**src/rtl/step_pulse_gen_if.sv**
```systemverilog
// Step pulse interface: enable/mode control in,
// pulse stream and window status out.
interface step_pulse_gen_if;
  logic       enable;
  logic [1:0] mode;
  logic       pulse;
  logic       sec_tick;
  logic [7:0] sec_num;
  logic [7:0] step_cnt;

  modport master (
    input  enable,
    input  mode,
    output pulse,
    output sec_tick,
    output sec_num,
    output step_cnt
  );

  modport slave (
    output enable,
    output mode,
    input  pulse,
    input  sec_tick,
    input  sec_num,
    input  step_cnt
  );
endinterface

```
**src/rtl/step_pulse_gen.sv**
```systemverilog
// Step pulse generator: exact steps per one-second window.
// Define STEP_HYBRID_EN to enable the scripted hybrid profile on mode 11.
module step_pulse_gen #(
  parameter int CLK_HZ  = 100000000,
  parameter int PULSE_W = 4
) (
  input  logic              CLK,
  input  logic              reset,
  step_pulse_gen_if.master  sp
);

  localparam int ACC_W = $clog2(CLK_HZ + 256);
  localparam int CYC_W = $clog2(CLK_HZ);
  localparam int PW_W  = (PULSE_W > 1) ? $clog2(PULSE_W) : 1;

  typedef enum logic {
    S_IDLE,
    S_RUN
  } state_t;

  state_t             r_state;
  state_t             w_state_next;
  logic [CYC_W-1:0]   r_cyc;
  logic [ACC_W-1:0]   r_acc;
  logic [7:0]         r_rate;
  logic [7:0]         r_sec_num;
  logic [7:0]         r_step_cnt;
  logic               r_pulse;
  logic [PW_W-1:0]    r_pw;

  logic [ACC_W-1:0]   w_acc_next;
  logic               w_tick;
  logic               w_fire;
  logic [7:0]         w_step_cnt;
  logic [7:0]         w_sec_next;
  logic [7:0]         w_rate_load;

`ifdef STEP_HYBRID_EN
  logic [7:0]         w_sec_load;

  function automatic logic [7:0] f_hybrid(input logic [7:0] n);
    logic [7:0] r;
    unique case (n)
      8'd0:    r = 8'd20;
      8'd1:    r = 8'd33;
      8'd2:    r = 8'd66;
      8'd3:    r = 8'd27;
      8'd4:    r = 8'd70;
      8'd5:    r = 8'd30;
      8'd6:    r = 8'd19;
      8'd7:    r = 8'd30;
      8'd8:    r = 8'd33;
      default: r = 8'd69;
    endcase
    return r;
  endfunction

  // Window index seen by the rate load: 0 on entry, next count at a boundary
  assign w_sec_load = (r_state == S_IDLE) ? 8'd0 : w_sec_next;
`endif

  assign w_acc_next = r_acc + ACC_W'(r_rate);
  assign w_tick     = (r_state == S_RUN) &&
                      (r_cyc == CYC_W'(CLK_HZ - 1));
  assign w_fire     = (r_state == S_RUN) && sp.enable &&
                      (w_acc_next >= ACC_W'(CLK_HZ));
  assign w_step_cnt = r_step_cnt + {7'd0, w_fire};
  assign w_sec_next = (r_sec_num == 8'hFF) ? r_sec_num
                                           : r_sec_num + 8'd1;

  always_comb begin
    w_rate_load = 8'd0;
    unique case (sp.mode)
      2'b00:   w_rate_load = 8'd32;
      2'b01:   w_rate_load = 8'd64;
      2'b10:   w_rate_load = 8'd128;
      default: begin
`ifdef STEP_HYBRID_EN
        w_rate_load = f_hybrid(w_sec_load);
`else
        w_rate_load = 8'd0;
`endif
      end
    endcase
  end

  always_ff @(posedge CLK) begin
    if (reset) r_state <= S_IDLE;
    else       r_state <= w_state_next;
  end

  always_comb begin
    w_state_next = r_state;
    unique case (r_state)
      S_IDLE:  if (sp.enable)  w_state_next = S_RUN;
      S_RUN:   if (!sp.enable) w_state_next = S_IDLE;
      default: w_state_next = S_IDLE;
    endcase
  end

  always_ff @(posedge CLK) begin
    if (reset) begin
      r_cyc      <= '0;
      r_acc      <= '0;
      r_rate     <= '0;
      r_sec_num  <= '0;
      r_step_cnt <= '0;
      r_pulse    <= 1'b0;
      r_pw       <= '0;
    end else if (r_state == S_IDLE || !sp.enable) begin
      r_cyc      <= '0;
      r_acc      <= '0;
      r_sec_num  <= '0;
      r_step_cnt <= '0;
      r_pulse    <= 1'b0;
      r_pw       <= '0;
      r_rate     <= (r_state == S_IDLE && sp.enable) ? w_rate_load
                                                     : 8'd0;
    end else begin
      if (w_tick) begin
        r_cyc      <= '0;
        r_acc      <= '0;
        r_step_cnt <= '0;
        r_sec_num  <= w_sec_next;
        r_rate     <= w_rate_load;
      end else begin
        r_cyc      <= r_cyc + CYC_W'(1);
        r_step_cnt <= w_step_cnt;
        r_acc      <= w_fire ? w_acc_next - ACC_W'(CLK_HZ)
                             : w_acc_next;
      end
      // Pulse shaping runs independently of the window boundary
      if (w_fire) begin
        r_pulse <= 1'b1;
        r_pw    <= PW_W'(PULSE_W - 1);
      end else if (r_pulse) begin
        if (r_pw == '0) r_pulse <= 1'b0;
        else            r_pw    <= r_pw - PW_W'(1);
      end
    end
  end

  assign sp.pulse    = r_pulse;
  assign sp.sec_tick = w_tick;
  assign sp.sec_num  = r_sec_num;
  assign sp.step_cnt = w_step_cnt;

endmodule

```
**src/flat_wrapper.sv**
```systemverilog
// flat-port wrapper written by rule: the top's interface ports become plain ports
module step_pulse_gen_flat 
#(
  parameter int CLK_HZ  = 100000000,
  parameter int PULSE_W = 4
)
  (CLK, reset, sp_enable, sp_mode, sp_pulse, sp_sec_tick, sp_sec_num, sp_step_cnt);
  step_pulse_gen_if sp_i ();
  input  logic CLK;
  input  logic reset;
  input wire logic [$bits(sp_i.enable)-1:0] sp_enable;
  input wire logic [$bits(sp_i.mode)-1:0] sp_mode;
  output wire logic [$bits(sp_i.pulse)-1:0] sp_pulse;
  output wire logic [$bits(sp_i.sec_tick)-1:0] sp_sec_tick;
  output wire logic [$bits(sp_i.sec_num)-1:0] sp_sec_num;
  output wire logic [$bits(sp_i.step_cnt)-1:0] sp_step_cnt;
  assign sp_i.enable = sp_enable;
  assign sp_i.mode = sp_mode;
  assign sp_pulse = sp_i.pulse;
  assign sp_sec_tick = sp_i.sec_tick;
  assign sp_sec_num = sp_i.sec_num;
  assign sp_step_cnt = sp_i.step_cnt;
  step_pulse_gen #(.CLK_HZ(CLK_HZ), .PULSE_W(PULSE_W)) u_core (.CLK(CLK), .reset(reset), .sp(sp_i));
endmodule
```
**config.mk**
```make
export PLATFORM = sky130hd
export DESIGN_NAME = step_pulse_gen_flat
export DESIGN_NICKNAME = d
export VERILOG_FILES = /design/src/rtl/step_pulse_gen_if.sv /design/src/rtl/step_pulse_gen.sv /design/src/flat_wrapper.sv
export SDC_FILE = /design/constraint.sdc
export NUM_CORES = 1
export LEC_CHECK = 0
export ABC_AREA = 1
export BUFFER_PORTS_ARGS = -buffer_cell sky130_fd_sc_hd__buf_2
export CORE_UTILIZATION = 29
export DETAILED_ROUTE_END_ITERATION = 12
export PLACE_DENSITY = 0.47
export SYNTH_ARGS = -nofsm -noshare
export SYNTH_HDL_FRONTEND = slang
export SYNTH_SLANG_ARGS = --single-unit
export TNS_END_PERCENT = 5
```
**constraint.sdc**
```tcl
create_clock -name CLK -period 7.8 [get_ports CLK]
set_input_delay 1.17 -clock CLK [delete_from_list [all_inputs] [get_ports CLK]]
set_output_delay 1.17 -clock CLK [all_outputs]
set_load 0.02 [all_outputs]
```
# After elaboration in Yosys (flattened, before gate mapping)
# Cells that the tools add are included.
[classes] reduce_logical=14 n_eq_ne=5 mux=12 add_sub_neg=6 n_lt_le_gt_ge=1 bitwise_logic=2
[op_table] operator="27-bit by 1-bit adder with 27-bit output (second input constant)" count=1
[op_table] operator="27-bit by 8-bit adder with 27-bit output" count=1
[op_table] operator="27-bit == test (second input constant)" count=1
[op_table] operator="27-bit >= comparator (second input constant)" count=1
[op_table] operator="27-bit 2-to-1 mux" count=1
[op_table] operator="27-bit subtractor (second input constant)" count=1
[op_table] operator="8-bit 2-to-1 mux" count=3
[op_table] operator="8-bit case mux with 3 select lines" count=1
[op_table] operator="8-bit by 1-bit adder with 8-bit output" count=1
[op_table] operator="8-bit by 1-bit adder with 8-bit output (second input constant)" count=1
[op_table] operator="8-bit == test (second input constant)" count=1
[op_table] operator="2-bit 2-to-1 mux" count=3
[op_table] operator="1-bit logical AND" count=4
[op_table] operator="2-bit zero test" count=2
[op_table] operator="1-bit 2-to-1 mux" count=4
[op_table] operator="2-bit AND reduction" count=2
[op_table] operator="2-bit nonzero test" count=2
[op_table] operator="3-bit OR reduction" count=1
[op_table] operator="2-bit by 1-bit == test with 1-bit output (second input constant)" count=1
[op_table] operator="2-bit == test (second input constant)" count=1
[op_table] operator="2-bit by 1-bit != test with 1-bit output (second input constant)" count=1
[op_table] operator="1-bit NOT" count=2
[op_table] operator="2-bit OR reduction" count=1
[op_table] operator="2-bit by 1-bit subtractor with 2-bit output (second input constant)" count=1
[op_table] operator="other kinds (2)" count=2
[word_totals] elab_cells=48 regBits=82

# Depth between registers and ports, before layout
# Gate-level depths: netlist of the first run.
[depth] ltp_word=5 mapped_depth=27 depth_no_buf=26

# Worst setup path before layout of the first run
# OpenSTA, ideal clock, no wires.
[synth_timing] kind="reg-to-output" start="register u_core.r_rate[5]" end="output sp_step_cnt[6]" path_stages_with_launch=27 slack_ns=3.418 arrival_ns=3.212 n_path_buf=0 path_cell_list="dfxtp_1 ha_1 fa_1 nand2_1 nand2_1 nand2_1 nand2_1 nand2_1 ha_1 nand3_1 nor2_1 nand2_1 nor2_1 nand3_1 nor2_1 nand3_1 nand3_4 nand2_4 inv_1 ha_1 ha_1 nand2_1 inv_1 nand2_1 nor3_1 xnor2_1 inv_1"
[synth_between] elab_chain_len=4
[synth_rtl] item="start: declaration" line_no="step_pulse_gen.sv:25" rtl="logic [7:0] r_rate;"
[synth_rtl] item="start signal: assignment" line_no="step_pulse_gen.sv:117" rtl="r_rate <= (r_state == S_IDLE && sp.enable) ? w_rate_load"
[synth_rtl] item="start signal: assignment" line_no="step_pulse_gen.sv:125" rtl="r_rate <= w_rate_load;"
[synth_rtl] item="27-bit by 8-bit adder with 27-bit output" line_no="step_pulse_gen.sv:62" rtl="assign w_acc_next = r_acc + ACC_W'(r_rate);"
[synth_rtl] item="27-bit >= comparator" line_no="step_pulse_gen.sv:66" rtl="(w_acc_next >= ACC_W'(CLK_HZ));"
[synth_rtl] item="1-bit logical AND" line_no="step_pulse_gen.sv:65" rtl="assign w_fire = (r_state == S_RUN) && sp.enable &&"
[synth_rtl] item="8-bit by 1-bit adder with 8-bit output" line_no="step_pulse_gen.sv:67" rtl="assign w_step_cnt = r_step_cnt + {7'd0, w_fire};"
[synth_rtl] item="end: declaration" line_no="flat_wrapper.sv:16" rtl="output wire logic [$bits(sp_i.step_cnt)-1:0] sp_step_cnt;"
# No other way between the ends.

# Worst setup path after layout of the first run
# Same ends and word-level chain as after synthesis.

==> impl_metrics.ini, run 1 <==
[outcome]
outcome = finished, final reports clean

[clock_network]
cts.clk_slew.worst_paths_ns = 0.06
insertion_delay_ns = 0.35
cts_tree = done
cts_repair_resize_count = 0
h-tree-depth = 3
cts_root_buffer = clkbuf_16
cts_hold_buf = 0
cts_buffers = 9
cts_sinks = 72
post-cts-setup-buffers = 0
clk_path_buf_depth = 2

[floorplanning]
dieHeight_um = 129
pin_count = 23
start_util_pct = 29.5
num_rows = 46
core-area_um2 = 15800
die_area_um2 = 16600
fp.dieW_um = 129

[detailed_routing]
drc = 0
dr.max_layer_used = met4
postRouteWirelength_um = 12500
wl_per_cell_um = 12.7
wl_met3_um = 395
wl_met1_um = 5860
firstDrtPassIters = 4
via_count = 4477
via_per_inst = 4.55
detail-route-antenna-nets = 0
met2WireLength_um = 6090
first_iter_violations = 191

[setup_path]
crit_fanout = 23
startpoint = u_core.r_rate[5]
r2r_start = u_core.r_rate[5]
start_kind = flip-flop
critical_path_class = flip-flop to output port
crit_required_ns = 6.63
end_kind = output port
crit_arrival_ns = 4.35

[timing]
fin_hold_ws_ns = 0.465
clock_skew_ns = 0.0112
setup_viol = 0
rsz0062_at_grt = false
finalSetupTns_ns = 0
min_period_ns = 5.52
worst_pin_slew_ns = 0.672
hold_viol = 0
slew_viol_final = 0
period_share_pct = 70.8
max_freq_ghz = 0.181
slew_headroom_pct = 54.9

[layout]
n_antenna_cell = 0
seqCellArea_um2 = 1440
area_delta_synth_final_pct = 13.3
fin_cells = 984
drive_gt1_share_pct = 10.0
fin_nets = 779
fillCellCount = 1801
multi_input_area_um2 = 2740

[global_route]
grt_pass1_vias = 4265
grt_max_degree = 47
grt_pass1_wl_um = 21100
antenna_found_initial = 0
grt_use_total_pct = 16.4
gr-total-overflow = 0

[synth]
ys_types = 38
ys_seq_area_share_pct = 30.8
synth_nets = 759
synth-warning-count = 0
syn_inst = 743
ys_ff_latch = 72
postSynthAreaPerCell_um2 = 6.29
ys.flop_type = dfxtp_1
synth_edf_count = 0
syn-cell-area_um2 = 4680
async_flop_share_pct = 0

[worst_hold_path]
hp-class = flip-flop to flip-flop
min_from = u_core.r_cyc[3]

[placed_design]
gp_congestion = 0.794
hpwlAfterDp_um = 9520
numPlacedInstances = 968
port_buffers = 22

[power]
p_leak_nw = 2.03
power.density_nw_per_um2 = 156
peakVddDrop_uv = 97.0

[job]
maxCapViolCount = 0
cell type report:
type | instances | area share (%)
clock inverter | 5 | 1.53
inverter | 111 | 7.86
sequential | 72 | 27.2
timing repair buffer | 23 | 2.22
clock buffer | 11 | 4.39
tap | 216 | 5.10
multi-input combinational | 546 | 51.7
metal layers:
| metal | global-route usage [%] | vias to the layer above |
|---|---|---|
| met2 | 28.3 | 64 |
| met5 | 0 | - |
| met4 | 5.05 | 0 |
| li1 | - | 2401 |
| met1 | 20.4 | 2002 |
| met3 | 3.53 | 10 |
registers in the layout (all words and copies together), names as in the netlist:
signal,flops
u_core.r_cyc,27
u_core.sp.sec_num,8
u_core.r_acc,22
u_core.sp.pulse,1
u_core.r_state,1
u_core.r_step_cnt,8
u_core.r_pw,2
u_core.r_rate,3
synth_stat cells, types with 2 or more instances:
| cell | n | area, µm² |
|---|---|---|
| nand2_1 | 196 | 736 |
| inv_1 | 107 | 402 |
| nor2_1 | 93 | 349 |
| dfxtp_1 | 72 | 1440 |
| nand3_1 | 71 | 355 |
| a21oi_1 | 36 | 180 |
| o21ai_0 | 20 | 100 |
| nor3_1 | 18 | 90.1 |
| nand4_1 | 17 | 106 |
| nand2_2 | 12 | 75.1 |
| xor2_1 | 12 | 105 |
| ha_1 | 10 | 125 |
| nor2_2 | 8 | 50.1 |
| nor3b_1 | 7 | 52.6 |
| nor4_1 | 7 | 43.8 |
| nor2_4 | 6 | 67.6 |
| xnor2_1 | 6 | 52.6 |
| buf_2 | 5 | 25.0 |
| clkbuf_1 | 5 | 18.8 |
| nand3b_1 | 4 | 30.0 |
| o21ai_1 | 4 | 20.0 |
| buf_6 | 3 | 33.8 |
| inv_2 | 3 | 11.3 |
| nand3_2 | 3 | 30.0 |
| a211oi_1 | 2 | 15.0 |
| a221oi_1 | 2 | 17.5 |
| nand2_4 | 2 | 22.5 |
| nand3_4 | 2 | 35.0 |
metrics by stage:
stage	util, %	power (mW)	setup WS, ns	instance area, µm²
after detailed placement	31.5	0.391	2.62	4990
after global routing	33.5	0.857	1.69	5300
after CTS	33.5	0.841	2.23	5300
after floorplan	-	0.386	3.42	4680
after global placement	31.5	0.391	2.69	4990
final	33.5	0.828	2.28	5300
cells by family after synthesis:
logic type,Yosys count,synth area share [%]
simple gates,449,44.3
buf+inv,125,10.6
flops,72,30.8
compound gates,68,7.76
xor+xnor,18,3.37
fa+ha+maj,11,3.10
worst max-delay path: stages, from the launching register on:
cell and delay [ns]:
dfxtp_1 0.31, ha_1 0.24, fa_1 0.43, nand2_1 0.08, nand2_1 0.07, nand2_1 0.07, nand2_1 0.05, nand2_1 0.12
ha_1 0.16, nand3_1 0.07, nor2_1 0.12, nand2_1 0.07, nor2_1 0.11, nand3_1 0.12, nor2_1 0.12, nand3_1 0.13
nand3_4 0.24, nand2_4 0.24, inv_1 0.15, ha_1 0.18, ha_1 0.16, nand2_1 0.05, inv_1 0.08, nand2_1 0.08
nor3_1 0.18, xnor2_1 0.17, inv_1 0.06, buf_2 0.15
report_power, final:
| group | internal (mW) | total, mW | switching (mW) |
|---|---|---|---|
| Sequential | 0.369 | 0.370 | 0.000902 |
| Combinational | 0.00287 | 0.0125 | 0.00965 |
| Clock | 0.280 | 0.446 | 0.166 |
| Total | 0.652 | 0.828 | 0.177 |
final timing paths:
kind	depth (start not counted)	endpoint	slack, ns
worst min-delay path	2	u_core.r_cyc[3]	0.46
worst max register to register	26	u_core.r_step_cnt[6]	3.80
worst min register to register	2	u_core.r_cyc[3]	0.46
worst max-delay path	27	sp_step_cnt[6]	2.28
placed cells by master, fill, tap and decap left out, types with 3 or more instances in the layout:
| cell | netlist | layout |
|---|---|---|
| inv_1 | 107 | 107 |
| ha_1 | 10 | 10 |
| clkbuf_16 | 0 | 9 |
| a21oi_1 | 36 | 36 |
| o21ai_1 | 4 | 4 |
| nor2_1 | 93 | 93 |
| nor3b_1 | 7 | 7 |
| nor3_1 | 18 | 18 |
| nor2_2 | 8 | 8 |
| nand3b_1 | 4 | 4 |
| nand2_1 | 196 | 195 |
| nor4_1 | 7 | 7 |
| xor2_1 | 12 | 12 |
| inv_2 | 3 | 3 |
| nand3_1 | 71 | 71 |
| xnor2_1 | 6 | 6 |
| buf_2 | 5 | 22 |
| dfxtp_1 | 72 | 72 |
| o21ai_0 | 20 | 20 |
| nand2_2 | 12 | 13 |
| nand4_1 | 17 | 17 |
| nor2_4 | 6 | 6 |
| nand3_2 | 3 | 3 |
No activity file was read; power rests on OpenSTA's default activity.
==> inputs of run 2 (changes only) <==
ABC_AREA = 0   (was 1)
clock period = 5.2 ns   (was 7.8 ns; I/O delays follow)
==> run 2 against run 1 <==
Against the previous run:
- sequential share of layout area grew 3.4 points
- sequential power grew 50%
- worst hold slack lost 0.0067 ns
- worst setup slack lost 2.0 ns
- power grew 52%
- clock skew shrank 0.0012 ns
- clock power grew 54%
- utilization grew 2.0 points
- largest cell class unchanged
- largest power group unchanged
- highest routed layer unchanged
==> impl_metrics.ini, run 2 <==
[outcome]
outcome = finished, final reports clean

[detailed_routing]
via_per_inst = 4.93
wl_per_cell_um = 13.8
postRouteWirelength_um = 9370
drc = 0
firstDrtPassIters = 4
via_count = 3354
first_iter_violations = 128
detail-route-antenna-nets = 0

[power]
power.density_nw_per_um2 = 266
p_switching_mw = 0.252
switching_share_pct = 20.1
clkPwrFrac_pct = 54.9
pwr-share-comb_pct = 1.0
peakVddDrop_uv = 176
intPower_mw = 1.00
seqPwrFrac_pct = 44.1
p_leak_nw = 1.62

[global_route]
grt_use_total_pct = 13.9
grt_pass1_wl_um = 15700
grt_pass1_vias = 3245
gr-total-overflow = 0
grt_max_degree = 46
antenna_found_initial = 0

[layout]
drive_gt1_share_pct = 15.3
final_common_cell = dfxtp_1
fin_util_pct = 35.5
largestRegisters = u_core.r_cyc (27), u_core.r_acc (22)
area_delta_synth_final_pct = 18.4
n_antenna_cell = 0
largest_register_ffs = 27
fin_cells = 680
final_cell_mix = dfxtp_1, nor2_1, xor2_1, nand2_1, nand3_1
regMostFlops = u_core.r_cyc
fillCellCount = 1377
fin_nets = 515

[floorplanning]
fp.dieW_um = 119
pin_count = 23
dieHeight_um = 119
start_util_pct = 29.9
num_rows = 42
die_area_um2 = 14200
core-area_um2 = 13300

[setup_path]
crit_arrival_ns = 4.13
end_kind = output port
crit_required_ns = 4.42
start_kind = flip-flop
critical_path_class = flip-flop to output port
crit_fanout = 9

[timing]
max_freq_ghz = 0.204
hold_viol = 0
min_period_ns = 4.91
clock_skew_ns = 0.0100
setup_viol = 0
slew_viol_final = 0
worst_pin_slew_ns = 1.10
slew_headroom_pct = 26.3
period_share_pct = 94.5

[synth]
ys_types = 62
synth_edf_count = 0
synth_top_cells_by_count = dfxtp_1, nor2_1, xor2_1
ys.flop_type = dfxtp_1
async_flop_share_pct = 0
postSynthAreaPerCell_um2 = 8.33
ys_ff_latch = 72
synth_area_leaders = dfxtp_1, xor2_1, nor2_1
syn-cell-area_um2 = 3980
synth_most_common_cell = dfxtp_1
synth-warning-count = 0
syn_inst = 478
ys_seq_area_share_pct = 36.2
synth_area_leader_cell = dfxtp_1
synth_nets = 494
synth_top_area_share_pct = 36.2

[clock_network]
insertion_delay_ns = 0.34
cts.clk_slew.worst_paths_ns = 0.06
cts_tree = done
cts_sinks = 72
clk_path_buf_depth = 2
h-tree-depth = 3
cts_root_buffer = clkbuf_16
cts_hold_buf = 0
cts_buffers = 9

[placed_design]
numPlacedInstances = 662
port_buffers = 22
gp_congestion = 0.913
hpwlAfterDp_um = 6550

[job]
maxCapViolCount = 0

[worst_hold_path]
hp-class = flip-flop to flip-flop
run 2: power groups by stage:
stage,combinational (mW),clock [mW],sequential (mW)
after floorplan,0.00782,0,0.566
after global routing,0.0146,0.731,0.554
final,0.0129,0.689,0.554
after global placement,0.0129,0,0.566
after CTS,0.0130,0.706,0.554
after detailed placement,0.0130,0,0.566
run 2: area by class of cell:
class / count / area [µm²] / share of cell area, %
timing repair buffer: 30 / 173 / 3.66
inverter: 10 / 38.8 / 0.822
clock inverter: 4 / 76.3 / 1.62
multi-input combinational: 376 / 2510 / 53.2
tap: 176 / 220 / 4.67
clock buffer: 12 / 256 / 5.44
sequential: 72 / 1440 / 30.6
run 2: final timing paths:
kind | from | cells past startpoint | slack [ns] | end
max | u_core.r_rate[5] | 17 | 0.29 | sp_step_cnt[7]
min | u_core.r_cyc[0] | 1 | 0.46 | u_core.r_cyc[0]
max reg2reg | u_core.r_rate[7] | 16 | 1.36 | u_core.r_step_cnt[6]
min reg2reg | u_core.r_cyc[0] | 1 | 0.46 | u_core.r_cyc[0]
run 2: worst max-delay path: stages, from the launching register on:
cell	delay [ns]
dfxtp_1	0.34
ha_2	0.22
fa_2	0.28
a21oi_4	0.12
or4_4	0.62
o41ai_4	0.40
o21ai_2	0.14
nor3_4	0.17
a31oi_4	0.15
nor2_2	0.19
nand2_2	0.10
clkinv_2	0.06
ha_1	0.18
and3_1	0.17
nand3_1	0.12
nor2_1	0.15
xor2_1	0.20
buf_2	0.20
run 2: per-stage QoR:
| step | setup TNS [ns] | total power, mW | hold WS [ns] | instance area, µm² | setup WS, ns |
|---|---|---|---|---|---|
| after CTS | 0 | 1.27 | 0.459 | 4590 | 0.0449 |
| after floorplan | 0 | 0.574 | 0.418 | 3980 | 0.567 |
| after detailed placement | 0 | 0.579 | 0.446 | 4250 | 0.393 |
| after global routing | -0.0238 | 1.30 | 0.471 | 4720 | -0.0238 |
| final | 0 | 1.26 | 0.458 | 4720 | 0.286 |
| after global placement | 0 | 0.579 | 0.433 | 4250 | 0.486 |
run 2: cell families after synthesis:
family | share of synthesized area (%)
buffers and inverters | 3.55
AO/OA/AOI/OAI | 10.9
flip-flops | 36.2
multiplexers | 0.503
adder cells (fa/ha/maj) | 3.65
AND/OR/NAND/NOR | 30.9
XOR/XNOR | 14.3
run 2: repair_timing:
item / 4_1_cts / 5_1_grt
gates resized for setup: 1 / 18
endpoints found under the setup margin: 2 / 5
setup buffers: 0 / 2
pin swaps: 0 / 6
run 2: routing by layer:
| layer | vias to the layer above | track usage [%] | share of wire, % | wire, µm |
|---|---|---|---|---|
| li1 | 1705 | - | - | - |
| met3 | 23 | 3.40 | 3.5 | 331 |
| met5 | - | 0 | 0 | 0 |
| met4 | 0 | 6.80 | 3.0 | 281 |
| met1 | 1567 | 16.8 | 47 | 4360 |
| met2 | 59 | 22.8 | 47 | 4390 |
==> inputs of run 3 (changes only) <==
CELL_PAD_IN_SITES_DETAIL_PLACEMENT = 1   (was not set)
CELL_PAD_IN_SITES_GLOBAL_PLACEMENT = 2   (was not set)
PLACE_DENSITY = 0.69   (was 0.47)
clock period = 4.5 ns   (was 5.2 ns; I/O delays follow)
==> run 3 against run 2 <==
Against the previous run:
- die area did not move
- utilization rose by 2.3 points
- register-to-register slack got worse by 0.35 ns
- final cell count rose by 4.4%
- combinational power rose by 28%
- sequential power rose by 16%
- worst hold slack got worse by 0.0063 ns
- first-iteration DRC count fell by 34%
- sequential share of layout area fell by 1.8 points
- power rose by 15%
- non-clock buffer count rose by 31
- highest routed layer unchanged
==> impl_metrics.ini, run 3 (synthesis gave the netlist of run 2 again) <==
[floorplanning]
start_util_pct = 29.9
core-area_um2 = 13300
fp.dieW_um = 119
dieHeight_um = 119
die_area_um2 = 14200
num_rows = 42
pin_count = 23

[setup_path]
end_kind = output port
reg2reg_depth = 18
crit_arrival_ns = 3.78
path_delay_family = adder cells
cp.depth = 19
startpoint = u_core.r_rate[5]
r2r_slack_ns = 1.01
crit_fanout = 3
crit_path_cell_trace = ha_4 > fa_2 > a21o_1 > nand2_1 > xor2_2 > ha_1 > nor3b_2 > nand4_1 > a2111oi_2 > nor4_2 > nor2_2 > nand2_2 > clkinv_2 > ha_4 > ha_2 > nand3_2 > nor2_2 > xor2_1 > buf_4
worst_path_max_delay_cell = fa_2
worst-path-buf-inv = 2
start_kind = flip-flop
crit_required_ns = 3.83
r2r_start = u_core.r_rate[5]
max_stage_delay_ns = 0.40
critical_path_class = flip-flop to output port

[placed_design]
pre_cts_ws_ns = -0.0622
hpwlAfterDp_um = 7780
port_buffers = 22
gp_congestion = 0.782

[clock_network]
cts_sinks = 72
clk_path_buf_depth = 2
h-tree-depth = 3
cts_tree = done
cts_root_buffer = clkbuf_16
cts.clk_slew.worst_paths_ns = 0.06
cts_buffers = 9
insertion_delay_ns = 0.34

[detailed_routing]
detail-route-antenna-nets = 0
via_per_inst = 4.91
wl_met3_um = 151
via_count = 3488
met2WireLength_um = 5090
wl_per_cell_um = 14.6
first_iter_violations = 85
drc = 0
wl_met1_um = 4950
postRouteWirelength_um = 10400
dr.max_layer_used = met4
firstDrtPassIters = 4

[global_route]
gr-total-overflow = 0
antenna_found_initial = 0
grt_pass1_vias = 3563
grt_use_total_pct = 15.7
grt_pass1_wl_um = 17600
grt_max_degree = 25

[power]
p_switching_mw = 0.287
fin_total_pwr_mw = 1.44
p_leak_nw = 1.75
power.density_nw_per_um2 = 288
intPower_mw = 1.16
seqPwrFrac_pct = 44.4
peakVddDrop_uv = 144
switching_share_pct = 19.9
clkPwrFrac_pct = 54.5
pwr-share-comb_pct = 1.1

[timing]
period_share_pct = 99.0
rsz0062_at_grt = true
slew_viol_final = 0
worst_pin_slew_ns = 1.09
setup_viol = 0
max_freq_ghz = 0.225
fin_hold_ws_ns = 0.452
setup_ws_ns = 0.0468
slew_headroom_pct = 27.2
clock_skew_ns = 0.00843
min_period_ns = 4.45
finalSetupTns_ns = 0
hold_viol = 0

[layout]
area_delta_synth_final_pct = 26.1
final_cell_mix = dfxtp_1, nor2_1, buf_4, xor2_1, nand2_1
n_antenna_cell = 0
drive_gt1_share_pct = 22.5
regMostFlops = u_core.r_cyc
largestRegisters = u_core.r_cyc (27), u_core.r_acc (22)
fin_util_pct = 37.8
fillCellCount = 1570
final_common_cell = dfxtp_1
largest_register_ffs = 27
fin_nets = 546

[worst_hold_path]
whs_path_depth = 1
hp-class = flip-flop to flip-flop
min_from = u_core.r_cyc[0]

[job]
maxCapViolCount = 0

[outcome]
outcome = finished, final reports clean
## run 3: path summary, 6_finish.rpt
path                           to
max                sp_step_cnt[6]
min               u_core.r_cyc[0]
max reg2reg  u_core.r_step_cnt[7]
min reg2reg       u_core.r_cyc[0]
## run 3: power by group through the flow
stage | combinational (mW) | clock [mW] | sequential, mW
floorplan | 0.00904 | 0 | 0.654
global placement | 0.0159 | 0 | 0.654
detailed placement | 0.0164 | 0 | 0.654
CTS | 0.0171 | 0.810 | 0.641
global route | 0.0187 | 0.832 | 0.641
finish | 0.0165 | 0.787 | 0.641
## run 3: worst register-to-register path, stage by stage, from the launching register on
cell	delay (ns)
dfxtp_2	0.34
ha_4	0.16
fa_2	0.25
a21oi_4	0.09
or4_4	0.57
buf_4	0.17
nand3b_1	0.07
o32a_1	0.13
o21ai_1	0.11
nor4_2	0.42
nor2_2	0.09
nand2_2	0.10
clkinv_2	0.08
ha_4	0.17
and3_4	0.18
nand3_4	0.10
nor2_4	0.05
xor2_2	0.17
and2_1	0.14
## run 3: layout make-up
cell class	instances	area, µm²	area share (%)
inverter	10	38.8	0.773
clock buffer	12	256	5.11
clock inverter	3	65.1	1.30
sequential	72	1440	28.8
timing repair buffer	61	414	8.25
tap	176	220	4.39
multi-input combinational	376	2580	51.4
## run 3: layer usage
| layer | vias up | global-route usage [%] |
|---|---|---|
| met2 | 17 | 25.7 |
| met1 | 1701 | 20.0 |
| met4 | 0 | 7.83 |
| met3 | 9 | 2.39 |
| li1 | 1761 | - |
| met5 | - | 0 |
## run 3: stage by stage
stage	instances	area [µm²]
after floorplan	478	3990
after global placement	689	4460
after detailed placement	689	4460
after CTS	710	4990
after global routing	710	5020
final	710	5020
## run 3: repair_timing
action,4_1_cts,5_1_grt
hold buffers,0,0
gates resized for setup,32,6
setup buffers,6,0
hold endpoints to repair,0,0
endpoints found under the setup margin,7,7
pin swaps,16,1
